[src/rtl/ysyx_25020047_lsu_mc_if.sv]
// LSU transaction bundle: EXU request, WBU response and the single-beat memory port.
// The LSU connects through 'slave'; whatever drives requests and models memory uses 'master'.
interface ysyx_25020047_lsu_mc_if #(
  parameter int DW = 32,
  parameter int AW = 32
);
  logic            req_valid;
  logic            req_ready;
  logic            req_wen;
  logic [1:0]      req_size;
  logic            req_unsigned;
  logic [AW-1:0]   req_addr;
  logic [DW-1:0]   req_wdata;

  logic            rsp_valid;
  logic            rsp_ready;
  logic [DW-1:0]   rsp_rdata;
  logic            rsp_err;

  logic            mem_req_valid;
  logic            mem_req_ready;
  logic [AW-1:0]   mem_addr;
  logic            mem_wen;
  logic [DW-1:0]   mem_wdata;
  logic [DW/8-1:0] mem_wmask;
  logic            mem_rsp_valid;
  logic [DW-1:0]   mem_rdata;
  logic            mem_rsp_err;

  modport slave (
    input  req_valid, req_wen, req_size, req_unsigned, req_addr, req_wdata,
    input  rsp_ready, mem_req_ready, mem_rsp_valid, mem_rdata, mem_rsp_err,
    output req_ready, rsp_valid, rsp_rdata, rsp_err,
    output mem_req_valid, mem_addr, mem_wen, mem_wdata, mem_wmask
  );

  modport master (
    output req_valid, req_wen, req_size, req_unsigned, req_addr, req_wdata,
    output rsp_ready, mem_req_ready, mem_rsp_valid, mem_rdata, mem_rsp_err,
    input  req_ready, rsp_valid, rsp_rdata, rsp_err,
    input  mem_req_valid, mem_addr, mem_wen, mem_wdata, mem_wmask
  );
endinterface

[src/rtl/ysyx_25020047_lsu_mc.sv]
// Multi-cycle load/store unit: one outstanding access, byte-lane alignment of stores,
// extraction and sign/zero extension of loads, with misalignment reported as an error.
//
// state | meaning
// IDLE  | req_ready high, waiting for an EXU request
// MREQ  | memory request held on the bus until mem_req_ready
// MWAIT | waiting for mem_rsp_valid
// RESP  | response held until rsp_ready
module ysyx_25020047_lsu_mc #(
  parameter int DW = 32,
  parameter int AW = 32
) (
  input logic                  clk,
  input logic                  rst_n,
  ysyx_25020047_lsu_mc_if.slave bus
);
  localparam int MW   = DW / 8;
  localparam int OFFW = $clog2(MW);

  typedef enum logic [1:0] {IDLE, MREQ, MWAIT, RESP} state_t;

  state_t          state;
  logic [OFFW-1:0] lat_off;
  logic [1:0]      lat_size;
  logic            lat_wen;
  logic            lat_unsigned;

  logic [OFFW-1:0] req_off;
  logic            illegal;
  logic [MW-1:0]   st_mask;
  logic [DW-1:0]   st_data;
  logic [AW-1:0]   aligned_addr;

  always_comb begin
    req_off = bus.req_addr[OFFW-1:0];
    case (bus.req_size)
      2'd0:    illegal = 1'b0;
      2'd1:    illegal = bus.req_addr[0];
      2'd2:    illegal = |bus.req_addr[1:0];
      default: illegal = (DW == 32) || (|bus.req_addr[2:0]);
    endcase
    st_mask = MW'((16'd1 << (5'd1 << bus.req_size)) - 16'd1) << req_off;
    st_data = bus.req_wdata << {req_off, 3'b000};
    // Upper bytes of req_wdata are don't-care; keep them off the bus.
    for (int i = 0; i < MW; i++) begin
      if (!st_mask[i]) st_data[8*i +: 8] = 8'h00;
    end
    aligned_addr = {bus.req_addr[AW-1:OFFW], OFFW'(0)};
  end

  logic [DW-1:0] ld_shift;
  logic [DW-1:0] ld_keep;
  logic          ld_sign;
  logic [DW-1:0] load_data;

  always_comb begin
    ld_shift = bus.mem_rdata >> {lat_off, 3'b000};
    ld_keep  = '1;
    ld_sign  = 1'b0;
    case (lat_size)
      2'd0: begin ld_keep = DW'(8'hFF);         ld_sign = ld_shift[7];  end
      2'd1: begin ld_keep = DW'(16'hFFFF);      ld_sign = ld_shift[15]; end
      2'd2: begin ld_keep = DW'(32'hFFFF_FFFF); ld_sign = ld_shift[31]; end
      default: ;
    endcase
    if (lat_unsigned) ld_sign = 1'b0;
    load_data = (ld_shift & ld_keep) | ({DW{ld_sign}} & ~ld_keep);
  end

  always_ff @(posedge clk or negedge rst_n) begin
    if (!rst_n) begin
      state             <= IDLE;
      lat_off           <= '0;
      lat_size          <= 2'd0;
      lat_wen           <= 1'b0;
      lat_unsigned      <= 1'b0;
      bus.req_ready     <= 1'b0;
      bus.rsp_valid     <= 1'b0;
      bus.rsp_rdata     <= '0;
      bus.rsp_err       <= 1'b0;
      bus.mem_req_valid <= 1'b0;
      bus.mem_addr      <= '0;
      bus.mem_wen       <= 1'b0;
      bus.mem_wdata     <= '0;
      bus.mem_wmask     <= '0;
    end else begin
      case (state)
        IDLE: begin
          bus.req_ready <= 1'b1;
          if (bus.req_valid && bus.req_ready) begin
            bus.req_ready <= 1'b0;
            lat_off       <= req_off;
            lat_size      <= bus.req_size;
            lat_wen       <= bus.req_wen;
            lat_unsigned  <= bus.req_unsigned;
            if (illegal) begin
              state         <= RESP;
              bus.rsp_valid <= 1'b1;
              bus.rsp_err   <= 1'b1;
              bus.rsp_rdata <= '0;
            end else begin
              state             <= MREQ;
              bus.mem_req_valid <= 1'b1;
              bus.mem_addr      <= aligned_addr;
              bus.mem_wen       <= bus.req_wen;
              bus.mem_wdata     <= st_data;
              bus.mem_wmask     <= bus.req_wen ? st_mask : '0;
            end
          end
        end
        MREQ: begin
          if (bus.mem_req_ready) begin
            state             <= MWAIT;
            bus.mem_req_valid <= 1'b0;
            bus.mem_wen       <= 1'b0;
            bus.mem_wmask     <= '0;
          end
        end
        MWAIT: begin
          if (bus.mem_rsp_valid) begin
            state         <= RESP;
            bus.rsp_valid <= 1'b1;
            bus.rsp_err   <= bus.mem_rsp_err;
            bus.rsp_rdata <= (lat_wen || bus.mem_rsp_err) ? '0 : load_data;
          end
        end
        RESP: begin
          if (bus.rsp_ready) begin
            state         <= IDLE;
            bus.rsp_valid <= 1'b0;
            bus.req_ready <= 1'b1;
          end
        end
        default: state <= IDLE;
      endcase
    end
  end
endmodule
[src/flat_wrapper.sv]
// flat-port wrapper written by rule: the top's interface ports become plain ports
module ysyx_25020047_lsu_mc_flat 
#(
  parameter int DW = 32,
  parameter int AW = 32
)
  (clk, rst_n, bus_req_valid, bus_req_wen, bus_req_size, bus_req_unsigned, bus_req_addr, bus_req_wdata, bus_rsp_ready, bus_mem_req_ready, bus_mem_rsp_valid, bus_mem_rdata, bus_mem_rsp_err, bus_req_ready, bus_rsp_valid, bus_rsp_rdata, bus_rsp_err, bus_mem_req_valid, bus_mem_addr, bus_mem_wen, bus_mem_wdata, bus_mem_wmask);
  ysyx_25020047_lsu_mc_if #(.DW(DW), .AW(AW)) bus_i ();
  input logic clk;
  input logic rst_n;
  input wire logic [$bits(bus_i.req_valid)-1:0] bus_req_valid;
  input wire logic [$bits(bus_i.req_wen)-1:0] bus_req_wen;
  input wire logic [$bits(bus_i.req_size)-1:0] bus_req_size;
  input wire logic [$bits(bus_i.req_unsigned)-1:0] bus_req_unsigned;
  input wire logic [$bits(bus_i.req_addr)-1:0] bus_req_addr;
  input wire logic [$bits(bus_i.req_wdata)-1:0] bus_req_wdata;
  input wire logic [$bits(bus_i.rsp_ready)-1:0] bus_rsp_ready;
  input wire logic [$bits(bus_i.mem_req_ready)-1:0] bus_mem_req_ready;
  input wire logic [$bits(bus_i.mem_rsp_valid)-1:0] bus_mem_rsp_valid;
  input wire logic [$bits(bus_i.mem_rdata)-1:0] bus_mem_rdata;
  input wire logic [$bits(bus_i.mem_rsp_err)-1:0] bus_mem_rsp_err;
  output wire logic [$bits(bus_i.req_ready)-1:0] bus_req_ready;
  output wire logic [$bits(bus_i.rsp_valid)-1:0] bus_rsp_valid;
  output wire logic [$bits(bus_i.rsp_rdata)-1:0] bus_rsp_rdata;
  output wire logic [$bits(bus_i.rsp_err)-1:0] bus_rsp_err;
  output wire logic [$bits(bus_i.mem_req_valid)-1:0] bus_mem_req_valid;
  output wire logic [$bits(bus_i.mem_addr)-1:0] bus_mem_addr;
  output wire logic [$bits(bus_i.mem_wen)-1:0] bus_mem_wen;
  output wire logic [$bits(bus_i.mem_wdata)-1:0] bus_mem_wdata;
  output wire logic [$bits(bus_i.mem_wmask)-1:0] bus_mem_wmask;
  assign bus_i.req_valid = bus_req_valid;
  assign bus_i.req_wen = bus_req_wen;
  assign bus_i.req_size = bus_req_size;
  assign bus_i.req_unsigned = bus_req_unsigned;
  assign bus_i.req_addr = bus_req_addr;
  assign bus_i.req_wdata = bus_req_wdata;
  assign bus_i.rsp_ready = bus_rsp_ready;
  assign bus_i.mem_req_ready = bus_mem_req_ready;
  assign bus_i.mem_rsp_valid = bus_mem_rsp_valid;
  assign bus_i.mem_rdata = bus_mem_rdata;
  assign bus_i.mem_rsp_err = bus_mem_rsp_err;
  assign bus_req_ready = bus_i.req_ready;
  assign bus_rsp_valid = bus_i.rsp_valid;
  assign bus_rsp_rdata = bus_i.rsp_rdata;
  assign bus_rsp_err = bus_i.rsp_err;
  assign bus_mem_req_valid = bus_i.mem_req_valid;
  assign bus_mem_addr = bus_i.mem_addr;
  assign bus_mem_wen = bus_i.mem_wen;
  assign bus_mem_wdata = bus_i.mem_wdata;
  assign bus_mem_wmask = bus_i.mem_wmask;
  ysyx_25020047_lsu_mc #(.DW(DW), .AW(AW)) u_core (.clk(clk), .rst_n(rst_n), .bus(bus_i));
endmodule
[config.mk]
export PLATFORM = sky130hd
export DESIGN_NAME = ysyx_25020047_lsu_mc_flat
export DESIGN_NICKNAME = d
export VERILOG_FILES = /design/src/rtl/ysyx_25020047_lsu_mc_if.sv /design/src/rtl/ysyx_25020047_lsu_mc.sv /design/src/flat_wrapper.sv
export SDC_FILE = /design/constraint.sdc
export NUM_CORES = 1
export LEC_CHECK = 0
export BUFFER_PORTS_ARGS = -buffer_cell sky130_fd_sc_hd__buf_4
export CELL_PAD_IN_SITES_DETAIL_PLACEMENT = 0
export CELL_PAD_IN_SITES_GLOBAL_PLACEMENT = 1
export CORE_MARGIN = 5
export CORE_UTILIZATION = 40
export CTS_CLUSTER_SIZE = 8
export DETAILED_ROUTE_END_ITERATION = 10
export PLACE_DENSITY = 0.92
export SETUP_SLACK_MARGIN = 0.02
export SLEW_MARGIN = 40
export SYNTH_ARGS = -nofsm -noshare
export SYNTH_HDL_FRONTEND = slang
export SYNTH_SLANG_ARGS = --single-unit
[constraint.sdc]
create_clock -name clk -period 3.05 [get_ports clk]
set_clock_uncertainty 0.1 [all_clocks]
set_input_delay 0 -clock clk [delete_from_list [all_inputs] [get_ports clk]]
set_output_delay 0 -clock clk [all_outputs]
set_load 0.02 [all_outputs]
==> results of run 1 <==
[cells by family after synthesis]
group | after synthesis | synth area share
AOI/OAI and AO/OA | 137 | 0.194
adders and majority gates | 4 | 0.00920
other | 1 | 0.000690
and+or+nand+nor | 113 | 0.0994
DFF | 111 | 0.511
buffers and inverters | 43 | 0.0384
muxes | 73 | 0.147
[power by group through the flow]
stage | logic (uW) | clock network (uW) | registers [uW]
floorplan | 1640 | 0 | 3150
detailed placement | 3730 | 0 | 2600
global route | 4160 | 1290 | 2670
CTS | 3870 | 1220 | 2590
finish | 3860 | 1190 | 2600
global placement | 3620 | 0 | 2580
[registers in the layout, summed over array words and instances, names as in the netlist]
register                  flops
u_core.bus.mem_addr          30
u_core.bus.mem_wmask          4
u_core.lat_wen                1
u_core.bus.req_ready          1
u_core.lat_off                2
u_core.bus.rsp_err            1
u_core.bus.mem_wen            1
u_core.lat_unsigned           1
u_core.lat_size               2
u_core.bus.rsp_valid          1
u_core.bus.mem_wdata         32
u_core.state                  2
u_core.bus.rsp_rdata         32
u_core.bus.mem_req_valid      1
[cells in the final DEF, fill, tap and decap left out, drive strengths merged, types with 2 or more instances in the layout]
| cell | n |
|---|---|
| mux2i | 35 |
| o31ai | 8 |
| ha | 4 |
| and3 | 3 |
| inv | 6 |
| dlygate4sd3 | 88 |
| nand2b | 4 |
| mux4 | 2 |
| nor3 | 2 |
| o21ai | 40 |
| a32o | 32 |
| nand3 | 2 |
| buf | 216 |
| and2b | 3 |
| mux2 | 36 |
| nor2 | 8 |
| dfrtp | 111 |
| conb | 2 |
| nand2 | 69 |
| or2 | 2 |
| a21o | 3 |
| a22o | 21 |
| nor2b | 17 |
| a211o | 15 |
| clkbuf | 12 |
| a21oi | 12 |
[synthesized netlist by cell type (9+ instances only)]
cell type	instances	area (um^2)
dfrtp_1	111	2780
nand2_1	69	259
mux2_2	36	405
nor2b_1	16	100
a211o_1	15	131
clkbuf_1	9	33.8
a21oi_1	11	55.1
a32o_1	32	320
mux2i_1	35	350
o21ai_0	38	190
buf_2	17	85.1
a22o_1	21	184
[stage by stage]
stage	utilization	worst slack [ns]	hold WS, ns	area, um^2	total power [uW]
6_report	0.624	0.132	0.0313	8300	7650
5_1_grt	0.624	0.0428	0.0405	8300	8110
4_1_cts	0.624	0.173	0.0144	8300	7680
3_5_place_dp	0.536	0.674	0.0131	7120	6330
3_3_place_gp	0.536	0.852	-0.0112	7120	6200
2_1_floorplan	-	1.01	-0.396	5440	4790
[worst max-delay path: stages, from the launching register on]
cell and delay, ns:
dfrtp_1 0.45, buf_4 0.38, and2b_1 0.23, a211o_1 0.25, dlygate4sd3_1 0.55, a32o_1 0.26
dlygate4sd3_1 0.56
[cell type report]
| cell class | instances | area share |
|---|---|---|
| clock buffer | 12 | 0.0309 |
| clock inverter | 3 | 0.00513 |
| inverter | 6 | 0.00271 |
| multi-input combinational | 329 | 0.297 |
| tap | 176 | 0.0265 |
| sequential | 111 | 0.335 |
| timing repair buffer | 304 | 0.303 |
[final timing paths]
path	endpoint	slack, ns	depth (start not counted)
max in group asynchronous	u_core.bus.mem_addr[3]	1.75	3
worst min register to register	u_core.bus.mem_wdata[9]	0.39	2
worst max register to register	u_core.bus.rsp_rdata[1]	0.13	6
worst min-delay path	u_core.bus.mem_wdata[28]	0.03	4
min in group asynchronous	u_core.bus.mem_addr[28]	0.17	2
worst max-delay path	u_core.bus.rsp_rdata[1]	0.13	6
[what timing repair did]
action | CTS | global route
setup endpoints to repair | 0 | 0
hold buffers | 88 | 0
endpoints found under the hold margin | 146 | 0
[routing by layer]
layer / share of wire / up-vias
met5: 0 / -
met4: 0.035 / 0
met3: 0.081 / 42
met2: 0.49 / 228
met1: 0.39 / 2480
li1: - / 2317
==> summary.md, run 1 <==
| Metric | Value |
|---|---|
| Status | `finished, final reports clean` |
| DRT antenna net count | `0` |
| Initial antenna violation count | `0` |
| Vias in the first global route | `5,438` |
| Drt first pass iters | `5` |
| Power Internal | `about 4600 uW` |
| Post-cts sizing count | `0` |
| Sequential fraction of the synthesis area | `0.511` |
| Die Wd | `127 um` |
| Critical Path Fanout Max | `34` |
| Final setup TNS | `0 ns` |
| Sequential Power Share | `0.340` |
| Port Buffers | `209` |
| Share of layout cells above drive strength 1 | `0.363` |
| CTS Buf Count | `9` |
| Final Setup Violations | `0` |
| I/O pins | `212` |
| Net Sw Frac | `0.403` |
| Top Usage Layer GRT | `met2` |
| Starting DRT DRC Count | `417` |
| Crit path capture type | `flop` |
| Psw | `3080 uW` |
| Row count | `between 40 and 50` |
| Crit path DAT | `just over 3 ns` |
| Register area | `0.00278 mm^2` |
| Critical Path Start Type | `flop` |
| EDFF count, synth | `0` |
| DR vias | `5,067` |
| H-tree depth | `3` |
| YS warnings | `0` |
| Relative slew slack | `0.512` |
| GRT Util Overall | `0.220` |
| Worst endpoint required time | `3.17 ns` |
| Critical R2R Launch | `u_core.lat_off[1]` |
| Clock Tree Buf Depth | `2` |
| HP Class | `input pin to flop` |
| Wire per inst | `18.9 um` |
| Final Hold Fails | `0` |
| Nets | `872` |
| Netlist cell types | `42` |
| Global-route track usage on met2 | `0.370` |
| CTS clk-pin slew, worst paths | `0.07 ns` |
| PwrDens | `922 mW/mm^2` |
| Clock Power Share | `0.156` |
| Critical path origin | `u_core.lat_off[1]` |
| Via density | `approximately 5.4` |
| Met1 usage | `0.270` |
| DPL Wire Length | `12.6 mm` |
| Core area | `0.0133 mm^2` |
| Setup Buffers After CTS | `0` |
| Synthesis-to-layout area growth | `52.6%` |
| Fin crit share | `0.957` |
| Met3 Use GR | `0.0504` |
| # clock sinks | `111` |
| Final WL | `roughly 18 mm` |
| Initial Util | `0.409` |
| Netlist Area Pre-Place | `0.00544 mm^2` |
| Cells after DPL | `838` |
| Fillcell total | `1,067` |
| Ys async rst share | `1.00` |
| ANT cells | `0` |
| Pin count of the biggest net entering global routing | `68` |
| Clock period minus worst slack | `approximately 2.9 ns` |
| Worst-Margin Slew | `0.731 ns` |
| Yosys reg bits | `between 100 and 150` |
| Die area | `around 0.016 mm^2` |
| Gpl congestion | `0.941` |
| Pins Over Slew Limit | `0` |
| Die height | `about 130 um` |
| CTS tree | `done` |
| Final std cells w/o fill | `roughly 940` |
| Latest clock arrival within the worst-skew pair | `0.35 ns` |
| GRT Residual Overflow | `0` |
| Fmax achieved | `0.343 GHz` |
| First-pass GRT wire length | `28.4 mm` |
| RSZ-0062 raised after global routing | `no` |
| Clock tree root driver cell | `clkbuf_16` |
| HP Start | `bus_req_wdata[20]` |
| P_leak | `0.00404 uW` |
| Combinational power share | `0.505` |
| Max-Cap Viols | `0` |
| Synth Flop Type | `dfrtp_1` |
| Syn Inst Count | `482` |
| Worst IR Drop VDD | `0.000401 V` |
| Multi-input gate area | `0.00247 mm^2` |
| Setup CP Type | `flop to flop` |
| DRC violations left | `0` |
| Mean Syn Cell Area | `11.3 um^2` |
Note: power is estimated with default switching activity, not from simulation.
==> run 2: changes to the inputs <==
==> constraint.sdc (replaced) <==
create_clock -name clk -period 3.05 [get_ports clk]
set_clock_uncertainty 0.1 [all_clocks]
set_input_delay 0.1525 -clock clk [delete_from_list [all_inputs] [get_ports clk]]
set_output_delay 0.1525 -clock clk [all_outputs]
set_load 0.02 [all_outputs]
==> summary.md, run 2 (synthesis results as in run 1) <==
| Metric | Value |
|---|---|
| Clock period minus worst slack | `2.30 ns (-0.620 ns)` |
| Top Usage Layer GRT | `met2` |
| Most frequent cells in the layout | `buf_4 (216), dfrtp_1 (111), nand2_1 (69)` |
| Nets | `830 (-4.8%)` |
| GRT Util Overall | `0.209 (-0.0108)` |
| PwrDens | `967 mW/mm^2 (+4.9%)` |
| Setup Buffers After CTS | `0 (unchanged)` |
| Starting DRT DRC Count | `426 (+2.2%)` |
| Worst-Margin Slew | `0.652 ns (-0.0797 ns)` |
| WP buf/inv | `2 (-1)` |
| Pins Over Slew Limit | `0 (unchanged)` |
| DPL Wire Length | `12.4 mm (-1.8%)` |
| Max-Cap Viols | `0 (unchanged)` |
| Met3 Use GR | `0.0626 (+0.0122)` |
| Crit-path leading delay family | `compound AO/OA/AOI/OAI gates` |
| Drt first pass iters | `5 (unchanged)` |
| CTS Buf Count | `9 (unchanged)` |
| Hold slack | `0.0614 ns (+0.0302 ns)` |
| Share of layout cells above drive strength 1 | `0.392 (+0.0289)` |
| DRC violations left | `0 (unchanged)` |
| Final setup TNS | `0 ns (unchanged)` |
| Via density | `5.33 (-1.1%)` |
| HP Class | `input pin to flop` |
| Die Wd | `127 um (unchanged)` |
| Worst endpoint required time | `3.23 ns (+0.06 ns)` |
| Psw | `3060 uW (-0.58%)` |
| Die height | `127 um (unchanged)` |
| DR vias | `4,798 (-5.3%)` |
| Wire per inst | `18.9 um (+0.42%)` |
| CTS clk-pin slew, worst paths | `0.07 ns (about the same)` |
| Core area | `0.0133 mm^2 (unchanged)` |
| P_leak | `0.00389 uW (-3.9%)` |
| Setup CP Type | `flop to flop` |
| DRT antenna net count | `0 (unchanged)` |
| Clock Power Share | `0.175 (+0.019)` |
| H-tree depth | `3 (unchanged)` |
| GRT Residual Overflow | `0 (unchanged)` |
| Hold-fix buffers, CTS | `42 (-52%)` |
| Initial antenna violation count | `1 (+1)` |
| Fillcell total | `1,087 (+1.9%)` |
| Crit path capture type | `flop` |
| # clock sinks | `111 (unchanged)` |
| Worst path slowest cell | `dfrtp_1` |
| Vias in the first global route | `4,974 (-8.5%)` |
| Final WL | `17.1 mm (-3.8%)` |
| Status | `finished, final reports clean` |
| I/O pins | `212 (unchanged)` |
| Gpl congestion | `0.936 (-0.47%)` |
| Fin crit share | `0.754 (-0.203)` |
| Cells along the critical path | `inv_1, ha_1, and3_1, o21ai_4, buf_8, a21oi_2, a32o_1` |
| Port Buffers | `209 (unchanged)` |
| Sequential Power Share | `0.338 (-0.002)` |
| Initial Util | `0.409 (unchanged)` |
| Clock tree root driver cell | `clkbuf_16` |
| RSZ-0062 raised after global routing | `no` |
| Most common cell after layout, fill and taps aside | `buf_4` |
| Met1 usage | `0.257 (-0.0126)` |
| Final Hold Fails | `0 (unchanged)` |
| Global-route track usage on met2 | `0.358 (-0.0118)` |
| Post-cts sizing count | `0 (unchanged)` |
| Power Internal | `4620 uW (+1.2%)` |
| Fmax achieved | `0.435 GHz (+27%)` |
| First-pass GRT wire length | `26.7 mm (-5.7%)` |
| Final Worst Setup Slack | `0.751 ns (+0.620 ns)` |
| Critical Path Fanout Max | `17 (-50%)` |
| Net Sw Frac | `0.399 (-0.00420)` |
| Combinational power share | `0.487 (-0.018)` |
| Clock Tree Buf Depth | `2 (unchanged)` |
| Latest clock arrival within the worst-skew pair | `0.34 ns (about the same)` |
| Critical Path Max Stage Delay | `0.41 ns (-0.15 ns)` |
| Row count | `42 (unchanged)` |
| Biggest regs | `u_core.bus.mem_wdata x32, u_core.bus.rsp_rdata x32, u_core.bus.mem_addr x30` |
| Die area | `0.0160 mm^2 (unchanged)` |
| Crit path DAT | `2.48 ns (-0.56 ns)` |
| Final Setup Violations | `0 (unchanged)` |
| Dpl ws | `0.771 ns (+0.0967 ns)` |
| Pin count of the biggest net entering global routing | `68 (unchanged)` |
| Relative slew slack | `0.566 (+0.0531)` |
| CTS tree | `done` |
| Synthesis-to-layout area growth | `46.2%` |
| Worst IR Drop VDD | `0.000504 V (+26%)` |
| Critical Path Start Type | `flop` |
==> run 2: layout make-up <==
type	count	area, um^2	share of cell area
well taps	176	220	0.0277
flip-flops and latches	111	2780	0.349
multi-input cells	329	2470	0.310
clock inverters	7	119	0.0150
diodes	1	2.50	0.000315
clock buffers	9	225	0.0283
repair buffers	262	2120	0.266
inverters	6	22.5	0.00283
==> run 2: worst register-to-register path, stage by stage (launching register included) <==
cell     delay, ns
dfrtp_1       0.41
inv_1         0.11
ha_1          0.41
and3_1        0.32
o21ai_4       0.11
buf_8         0.18
a21oi_2       0.34
a32o_1        0.25
==> run 2: worst paths after layout <==
check	start	to	slack [ns]	cells after the start
max	u_core.state[0]	u_core.bus.mem_wdata[26]	0.75	7
min	bus_req_wen	u_core.lat_wen	0.06	3
max reg2reg	u_core.state[0]	u_core.bus.mem_wdata[26]	0.75	7
min reg2reg	u_core.bus.mem_wen	u_core.bus.mem_wen	0.39	1
max in group asynchronous	rst_n	u_core.bus.mem_addr[25]	1.88	3
min in group asynchronous	rst_n	u_core.bus.mem_addr[26]	0.26	2
==> run 2: power by group through the flow <==
stage	Sequential (uW)	Clock, uW	Combinational [uW]
floorplan	3150	0	1640
CTS	2590	1370	3770
global placement	2580	0	3630
global route	2670	1440	4020
finish	2600	1340	3740
detailed placement	2600	0	3720
==> run 2: per-stage QoR <==
stage	power [uW]	utilization	std cells	cell area, um^2
CTS	7730	0.597	900	7940
finish	7680	0.598	901	7950
global placement	6210	0.537	840	7140
floorplan	4790	-	483	5440
detailed placement	6320	0.540	842	7180
global route	8130	0.598	901	7950
==> run 2: layer usage <==
metal	wire length, um	part of all wire
met4	295	0.017
met5	0	0
met3	1420	0.083
met2	8560	0.50
met1	6790	0.40
==> run 3: changes to the inputs <==
--- a/config.mk
+++ b/config.mk
@@ -9,10 +9,10 @@
 export CELL_PAD_IN_SITES_DETAIL_PLACEMENT = 0
 export CELL_PAD_IN_SITES_GLOBAL_PLACEMENT = 1
 export CORE_MARGIN = 5
-export CORE_UTILIZATION = 40
+export CORE_UTILIZATION = 34
 export CTS_CLUSTER_SIZE = 8
 export DETAILED_ROUTE_END_ITERATION = 10
-export PLACE_DENSITY = 0.92
+export PLACE_DENSITY = 0.83
 export SETUP_SLACK_MARGIN = 0.02
 export SLEW_MARGIN = 40
 export SYNTH_ARGS = -nofsm -noshare
==> constraint.sdc (replaced) <==
create_clock -name clk -period 2.1 [get_ports clk]
set_clock_uncertainty 0.1 [all_clocks]
set_input_delay 0.105 -clock clk [delete_from_list [all_inputs] [get_ports clk]]
set_output_delay 0.105 -clock clk [all_outputs]
set_load 0.02 [all_outputs]
==> summary.md, run 3 (synthesis results as in run 1) <==
| Metric | Value |
|---|---|
| HP Class | `input pin to flop` |
| PwrDens | `1370 mW/mm^2 (+41%)` |
| Tot Pwr | `11,100 uW (+44%)` |
| Core area | `0.0158 mm^2 (+19%)` |
| Most common cell after layout, fill and taps aside | `buf_4` |
| Pins Over Slew Limit | `0 (unchanged)` |
| DR vias | `4,888 (+1.9%)` |
| I/O pins | `212 (unchanged)` |
| Worst IR Drop VDD | `0.000646 V (+28%)` |
| Share of layout cells above drive strength 1 | `0.400 (+0.00746)` |
| Dpl ws | `0.0797 ns (-0.691 ns)` |
| Port Buffers | `209 (unchanged)` |
| GRT Residual Overflow | `0 (unchanged)` |
| Die Wd | `136 um (+7.8%)` |
| Final setup TNS | `0 ns (unchanged)` |
| CTS Buf Count | `9 (unchanged)` |
| DRT antenna net count | `0 (unchanged)` |
| Fin area | `0.00810 mm^2 (+1.8%)` |
| HP Start | `bus_req_wdata[13]` |
| Max-Cap Viols | `0 (unchanged)` |
| Clock period minus worst slack | `approximately 2 ns` |
| Biggest regs | `u_core.bus.mem_wdata x32, u_core.bus.rsp_rdata x32, u_core.bus.mem_addr x30` |
| Fin crit share | `0.931` |
| First-pass GRT wire length | `27.2 mm (+1.6%)` |
| Critical R2R Launch | `u_core.state[1]` |
| Synthesis-to-layout area growth | `48.9%` |
| Gpl congestion | `0.910 (-2.8%)` |
| Drt first pass iters | `5 (unchanged)` |
| Vias in the first global route | `5,189 (+4.3%)` |
| Row count | `46 (+9.5%)` |
| # clock sinks | `111 (unchanged)` |
| Final WL | `17.4 mm (+2.2%)` |
| Most frequent cells in the layout | `buf_4 (224), dfrtp_1 (111), nand2_1 (69)` |
| GRT Util Overall | `0.186 (-0.0231)` |
| Final Hold Fails | `0 (unchanged)` |
| Initial antenna violation count | `0 (-1)` |
| Worst-Margin Slew | `0.538 ns (-0.114 ns)` |
| Die area | `0.0186 mm^2 (+16%)` |
| Wire per inst | `18.3 um (-3.5%)` |
| Crit path DAT | `2.09 ns (-0.39 ns)` |
| Clock Tree Buf Depth | `2 (unchanged)` |
| H-tree depth | `3 (unchanged)` |
| Pin count of the biggest net entering global routing | `51 (-25%)` |
| Critical Path Start Type | `input pin` |
| Fmax achieved | `a little over 0.5 GHz` |
| Latest clock arrival within the worst-skew pair | `0.35 ns (about the same)` |
| Worst r2r dst | `u_core.bus.mem_addr[28]` |
| DPL Wire Length | `13.2 mm (+6.7%)` |
| Via density | `5.12 (-3.9%)` |
| Nets | `844 (+1.7%)` |
| Starting DRT DRC Count | `279 (-35%)` |
| R2R Setup Slk | `0.15 ns (-0.60 ns)` |
| Worst endpoint required time | `2.24 ns (-0.99 ns)` |
| Relative slew slack | `0.642 (+0.0761)` |
| Critical path origin | `bus_req_size[0]` |
| DRC violations left | `0 (unchanged)` |
| Die height | `136 um (+7.8%)` |
| Status | `finished, final reports clean` |
| R2R depth | `6 (-1)` |
| Clock tree root driver cell | `clkbuf_16` |
| Hold Path Depth | `3 (unchanged)` |
| P_leak | `0.00394 uW (+1.4%)` |
| Crit path capture type | `flop` |
| Placed cell areas | `0.00731 mm^2 (+1.8%)` |
| Initial Util | `0.345 (-0.0642)` |
| Final Worst Setup Slack | `0.144 ns (-0.607 ns)` |
| CTS tree | `done` |
| Setup CP Type | `input pin to flop` |
| CTS clk-pin slew, worst paths | `0.08 ns (about the same)` |
| Critical Path Fanout Max | `24 (+7)` |
| Final Setup Violations | `0 (unchanged)` |
| Worst Hold Path EP | `u_core.bus.mem_wdata[13]` |
| Setup Buffers After CTS | `0 (unchanged)` |
-- run 3: how the worst max path moves through the flow --
stage | endpoint | depth (start not counted)
after floorplan | u_core.bus.mem_addr[10] | 8
after global placement | u_core.bus.mem_addr[30] | 6
after detailed placement | u_core.bus.mem_addr[18] | 6
after CTS | u_core.bus.mem_addr[28] | 6
after global routing | u_core.bus.mem_wdata[14] | 6
final | u_core.bus.rsp_rdata[22] | 7
-- run 3: routing by layer --
metal	GRT usage	routed length, um	part of all wire
met1	0.225	6940	0.40
met2	0.311	8450	0.48
met3	0.0500	1510	0.087
met4	0.0806	548	0.031
met5	0	0	0
-- run 3: repair_timing --
| item | in CTS | in global routing |
|---|---|---|
| endpoints found under the hold margin | 81 | 0 |
| resized for setup | 0 | 3 |
| setup endpoints to repair | 0 | 73 |
| hold buffers | 46 | 0 |
-- run 3: worst max-delay path: stages --
cell and delay [ns]:
dlygate4sd3_1 0.55, buf_4 0.16, a21oi_1 0.38, o21ai_1 0.24, and3_1 0.23, buf_12 0.16, a32o_1 0.25
-- run 3: final cells by class --
class                      instances  area [um^2]
timing repair buffer             276         2260
tap                              216          270
clock inverter                     7         62.6
fill                            1457         7670
multi-input combinational        329         2480
sequential                       111         2780
antenna                            1         2.50
clock buffer                       9          225
inverter                           6         22.5
-- run 3: report_power, final --
part | internal [uW] | leakage, uW | switching, uW | total [uW]
logic | 2630 | 0.00237 | 3090 | 5710
registers | 3050 | 0.00143 | 618 | 3670
clock network | 831 | 0.000137 | 844 | 1680
total | 6510 | 0.00394 | 4550 | 11100
-- run 3: metrics by stage --
step,instances,hold WS (ns),utilization
floorplan,483,-0.291,-
global placement,891,0.0135,0.463
detailed placement,891,0.0217,0.463
CTS,953,0.00243,0.511
global route,954,0.0240,0.513
finish,955,0.0173,0.513
